--- config.mk ---
export PLATFORM = sky130hd
export DESIGN_NAME = dpram_march_bist
export DESIGN_NICKNAME = d
export VERILOG_FILES = /design/src/rtl/dpram_march_bist.sv
export SDC_FILE = /design/constraint.sdc
export NUM_CORES = 1
export LEC_CHECK = 0
export ABC_AREA = 1
export BUFFER_PORTS_ARGS = -buffer_cell sky130_fd_sc_hd__buf_2
export CAP_MARGIN = 20
export CORE_AREA = 8 8 100 102
export DETAILED_ROUTE_END_ITERATION = 12
export DIE_AREA = 0 0 108 110
export PLACE_DENSITY = 0.61
export SLEW_MARGIN = 0
export SYNTH_ARGS = -nofsm -noshare
export SYNTH_HDL_FRONTEND = slang
export SYNTH_SLANG_ARGS = --single-unit
--- constraint.sdc ---
create_clock -name clk -period 1.97 [get_ports clk]
set_clock_uncertainty 0.15 [all_clocks]
set_input_delay 0.0985 -clock clk [delete_from_list [all_inputs] [get_ports clk]]
set_output_delay 0.0985 -clock clk [all_outputs]
set_load 0.03 [all_outputs]
--- src/rtl/dpram_march_bist.sv ---
// March C- built-in self-test initiator for one synchronous-read RAM port.
// Issues E0..E3 commands, checks each read one cycle later, reports the first mismatch.
module dpram_march_bist #(
    parameter int                ADDR_W  = 12,
    parameter int                DATA_W  = 16,
    parameter logic [DATA_W-1:0] PATTERN = 16'h5A5A
) (
    input  logic              clk,
    input  logic              reset,
    input  logic              start,
    output logic              busy,
    output logic              done,
    output logic              pass,
    output logic [ADDR_W-1:0] err_addr,
    output logic [DATA_W-1:0] err_data,
    output logic              m_ce,
    output logic              m_we,
    output logic [ADDR_W-1:0] m_addr,
    output logic [DATA_W-1:0] m_write,
    input  logic [DATA_W-1:0] m_read,
    output logic [2:0]        dbg_state
);

    typedef enum logic [2:0] {
        S_IDLE  = 3'd0,
        S_E0    = 3'd1,
        S_E1    = 3'd2,
        S_E2    = 3'd3,
        S_E3    = 3'd4,
        S_FLUSH = 3'd5,
        S_DONE  = 3'd6
    } state_t;

    localparam logic [DATA_W-1:0] D0       = PATTERN;
    localparam logic [DATA_W-1:0] D1       = ~PATTERN;
    localparam logic [ADDR_W-1:0] ADDR_MAX = '1;

    // state_q names the element of the command currently on the m_* bus.
    state_t              state_q, state_d;
    logic                m_ce_q, m_ce_d, m_we_q, m_we_d;
    logic [ADDR_W-1:0]   m_addr_q, m_addr_d;
    logic [DATA_W-1:0]   m_write_q, m_write_d;
    logic                busy_q, busy_d, done_q, done_d, pass_q, pass_d;
    logic [ADDR_W-1:0]   err_addr_q, err_addr_d;
    logic [DATA_W-1:0]   err_data_q, err_data_d;
    logic                chk_valid_q, chk_valid_d;
    logic [DATA_W-1:0]   chk_exp_q, chk_exp_d;
    logic [ADDR_W-1:0]   chk_addr_q, chk_addr_d;
    logic [DATA_W-1:0]   exp_now;
    logic                mismatch;

    always_comb begin
        exp_now = D0;
        if (state_q == S_E2) exp_now = D1;
    end

    // Gating with busy_q ignores a stale compare left over when a run ends early.
    assign mismatch = busy_q && chk_valid_q && (m_read != chk_exp_q);

    always_comb begin
        state_d     = state_q;
        m_ce_d      = 1'b0;
        m_we_d      = 1'b0;
        m_addr_d    = m_addr_q;
        m_write_d   = m_write_q;
        busy_d      = busy_q;
        done_d      = done_q;
        pass_d      = pass_q;
        err_addr_d  = err_addr_q;
        err_data_d  = err_data_q;
        chk_valid_d = m_ce_q && !m_we_q;
        chk_exp_d   = exp_now;
        chk_addr_d  = m_addr_q;

        case (state_q)
            S_IDLE, S_DONE: begin
                if (start) begin
                    state_d    = S_E0;
                    m_ce_d     = 1'b1;
                    m_we_d     = 1'b1;
                    m_addr_d   = '0;
                    m_write_d  = D0;
                    busy_d     = 1'b1;
                    done_d     = 1'b0;
                    pass_d     = 1'b0;
                    err_addr_d = '0;
                    err_data_d = '0;
                end
            end
            S_E0: begin
                m_ce_d = 1'b1;
                if (m_addr_q == ADDR_MAX) begin
                    state_d  = S_E1;
                    m_addr_d = '0;
                end else begin
                    m_we_d    = 1'b1;
                    m_addr_d  = m_addr_q + ADDR_W'(1);
                    m_write_d = D0;
                end
            end
            S_E1: begin
                m_ce_d = 1'b1;
                if (!m_we_q) begin
                    m_we_d    = 1'b1;
                    m_write_d = D1;
                end else if (m_addr_q == ADDR_MAX) begin
                    state_d = S_E2;
                end else begin
                    m_addr_d = m_addr_q + ADDR_W'(1);
                end
            end
            S_E2: begin
                m_ce_d = 1'b1;
                if (!m_we_q) begin
                    m_we_d    = 1'b1;
                    m_write_d = D0;
                end else if (m_addr_q == '0) begin
                    state_d  = S_E3;
                    m_addr_d = ADDR_MAX;
                end else begin
                    m_addr_d = m_addr_q - ADDR_W'(1);
                end
            end
            S_E3: begin
                if (m_addr_q == '0) begin
                    state_d = S_FLUSH;
                end else begin
                    m_ce_d   = 1'b1;
                    m_addr_d = m_addr_q - ADDR_W'(1);
                end
            end
            S_FLUSH: begin
                state_d = S_DONE;
                busy_d  = 1'b0;
                done_d  = 1'b1;
                pass_d  = 1'b1;
            end
            default: state_d = S_IDLE;
        endcase

        if (mismatch) begin
            state_d     = S_DONE;
            m_ce_d      = 1'b0;
            m_we_d      = 1'b0;
            busy_d      = 1'b0;
            done_d      = 1'b1;
            pass_d      = 1'b0;
            err_addr_d  = chk_addr_q;
            err_data_d  = m_read;
            chk_valid_d = 1'b0;
        end
    end

    always_ff @(posedge clk) begin
        if (reset) begin
            state_q     <= S_IDLE;
            m_ce_q      <= 1'b0;
            m_we_q      <= 1'b0;
            m_addr_q    <= '0;
            m_write_q   <= '0;
            busy_q      <= 1'b0;
            done_q      <= 1'b0;
            pass_q      <= 1'b0;
            err_addr_q  <= '0;
            err_data_q  <= '0;
            chk_valid_q <= 1'b0;
            chk_exp_q   <= '0;
            chk_addr_q  <= '0;
        end else begin
            state_q     <= state_d;
            m_ce_q      <= m_ce_d;
            m_we_q      <= m_we_d;
            m_addr_q    <= m_addr_d;
            m_write_q   <= m_write_d;
            busy_q      <= busy_d;
            done_q      <= done_d;
            pass_q      <= pass_d;
            err_addr_q  <= err_addr_d;
            err_data_q  <= err_data_d;
            chk_valid_q <= chk_valid_d;
            chk_exp_q   <= chk_exp_d;
            chk_addr_q  <= chk_addr_d;
        end
    end

    assign busy      = busy_q;
    assign done      = done_q;
    assign pass      = pass_q;
    assign err_addr  = err_addr_q;
    assign err_data  = err_data_q;
    assign m_ce      = m_ce_q;
    assign m_we      = m_we_q;
    assign m_addr    = m_addr_q;
    assign m_write   = m_write_q;
    assign dbg_state = state_q;

endmodule

==> flow_metrics.tcl <==
set metrics [dict create \
    status "complete, no violations" \
    async_flop_share 0 \
    grt_overflow_total 0 \
    totalWireLength_mm 9.424 \
    dr.pass1.iters 5 \
    final-setup-viol-count 0 \
    synth_edf_count 0 \
    ir_drop_v 0.0005793 \
    drtAntennaViolNets 0 \
    area_growth_syn_to_layout_pct 25.86 \
    fmax_ghz 0.5394 \
    antenna_cells 0 \
    worstReg2RegStart "m_addr[0]" \
    cts_max_path_buffers 2 \
    ys_ff_latch 65 \
    vias_per_cell 5.015 \
    r2r_slack_ns 0.12 \
    coreArea_um2 8466 \
    yosys_warnings 0 \
    timing.rr.end "m_addr[4]" \
    syn_inst 478 \
    rsz0062_at_grt "false" \
    hold_depth 4 \
    total_power_w 0.005055 \
    dp_slack_ns 0.08330 \
    port_buffers 82 \
    worstHoldStart "start" \
    power.density_nw_per_um2 1224 \
    htreeDepth 3 \
    endpoint_kind "flop" \
    crit_fanout 12 \
    io_pins 83 \
    cp-start-kind "flop" \
    cts_buffers 9 \
    clkTransAtPathRegs_ns 0.07 \
    crit_type "flop to flop" \
    relSlewSlack 0.8177 \
    synth_top_area_cell "dfxtp_1" \
    synth_top_cells_by_area "dfxtp_1 (40%), nand3_1 (13%), nand2_1 (12%), nor2_1 (5.9%), a21oi_1 (5.8%)" \
    synth_cell_type_count 29 \
    yosysTopAreaCellShare 0.3966 \
    clk_latency_ns 0.34 \
    ff2ff_path_depth 10 \
    track_usage 0.1619 \
    grt_max_degree 34 \
    drv_cap 0 \
    fin_ws_ns 0.1162 \
    setup_tns_ns 0 \
    ys.flop_type "dfxtp_1" \
    fp.dieH_um 110 \
    dieArea_um2 11880 \
    grt_pass1_wl_mm 15.53 \
    clock_sinks 65 \
    grt_pass1_vias 3213 \
    final_core_util 0.4877 \
    hold_class "input pin to flop" \
    antenna_found_initial 0 \
    dpl.hpwl_mm 6.841 \
    cts_tree "done" \
    die_w_um 108 \
    seq_area_frac_synth 0.3966 \
    drc 0 \
    num_rows 34 \
    netlist_area_um2 3281 \
    gp_congestion 0.8902 \
    min_period_over_period 0.9410 \
    floorplan.initialDensity 0.3875 \
    critPathArrivalTime_ns 1.94 \
    clock-root-buffer "clkbuf_8" \
    maxSlewViolCount 0 \
    post_cts_buffers 0 \
    syn_area_per_cell_um2 6.863 \
    whs_endpoint "m_write[13]" \
    netlist_top_cells_count "nand2_1 (107), nand3_1 (88), dfxtp_1 (65)" \
    drive_above_1_share 0.2431 \
    worstMarginPinSlew_ns 0.2734 \
    required_ns 2.05 \
    synth.most_common_cell "nand2_1" \
    nets 593 \
    synth_nets 499 \
    drtIter0Drc 181 \
    p_leak_nw 1.980 \
    period_minus_slack_ns 1.854 \
    vias 3430 \
    detail_route.wl_per_cell_um 13.78 \
    finalHoldViolCount 0 \
]
[sequential cells by signal, indices dropped and copies added, names as in the netlist, 2 cells and up]
register and count:
err_data 16, chk_addr_q 12, err_addr 12, m_addr 12
dbg_state 3, chk_exp_q 2, m_write 2
[metrics by stage]
step	hold WS, ns	instance area (um^2)	std cells
global placement	0.2480	3774	652
global route	0.2219	4129	684
finish	0.2013	4129	684
floorplan	0.1134	3281	478
CTS	0.1795	4106	684
detailed placement	0.2485	3774	652
[report_power, final]
part,switching (W),internal (W)
sequential,0.000153,0.00146
clock,0.000487,0.000480
combinational,0.00171,0.000765
[repair_timing]
action,4_1_cts,5_1_grt
gates resized for setup,0,7
hold endpoints to repair,17,0
endpoints found under the setup margin,0,16
hold buffers,17,0
[cell usage in the layout (no fill, tap or decap)]
cell type        n
nand2_1        106
nand3_1         88
buf_2           82
dfxtp_1         63
nor2_1          52
a21oi_1         38
inv_1           32
o21ai_0         18
buf_4           18
dlygate4sd3_1   17
clkbuf_8        10
nand2_2          5
xor2_1           5
inv_2            3
o21ai_1          3
nor2_2           3
nand4_1          3
nor3_1           3
nand3_2          2
nand3_4          2
nor2_4           2
or2_2            2
nand3b_1         2
ha_2             2
clkinv_2         2
clkbuf_1         2
dfxtp_2          2
buf_12           2
and2_1           1
or2_4            1
xnor2_1          1
nand2_4          1
nor3b_1          1
a31oi_1          1
clkinvlp_4       1
[kinds of logic (layout without fill, tap and decap cells)]
family                     Yosys count  in the layout  synth area share
AOI/OAI and AO/OA                   60             60           0.09191
and+or+nand+nor                    274            274            0.3783
DFF                                 65             65            0.3966
xor gates and xnor gates             6              6           0.01602
adders and majority gates            2              2          0.007627
buffers and inverters               71            169            0.1095
[worst max path at each step]
stage	from	to	depth (start not counted)	slack, ns
after floorplan	m_addr[1]	m_addr[0]	10	0.008
after global routing	m_addr[1]	m_addr[5]	12	0.004
after detailed placement	m_addr[1]	m_addr[4]	10	0.08
final	m_addr[0]	m_addr[4]	10	0.12
after global placement	m_addr[0]	m_addr[8]	10	0.11
after CTS	m_addr[1]	m_addr[9]	10	0.07
[layout make-up]
class                           instances  area [um^2]
Clock buffer                           12        145.1
Clock inverter                          3        17.52
Fill cell                             831         4337
Inverter                               35        131.4
Multi-Input combinational cell        342         1640
Sequential cell                        65         1304
Tap cell                              108        135.1
Timing Repair Buffer                  119        755.7
[routing by layer]
layer,global-route usage,wire length [um],vias up,share of wire
met3,0.03605,851,10,0.090
met5,0,0,-,0
met4,0.07334,100,0,0.011
met2,0.2633,4169,146,0.44
met1,0.2008,4303,1540,0.46
li1,-,-,1734,-
[critical path, cell delays in order, from the launching register on]
cell     delay (ns)
dfxtp_1        0.36
ha_2           0.22
nand3_4        0.09
nor2_4         0.15
nand3_2        0.09
or2_4          0.26
nand2_2        0.07
nor2_2         0.03
buf_4          0.18
nand2_1        0.07
nand2_1        0.06
Power figures use the tool's default switching activity.
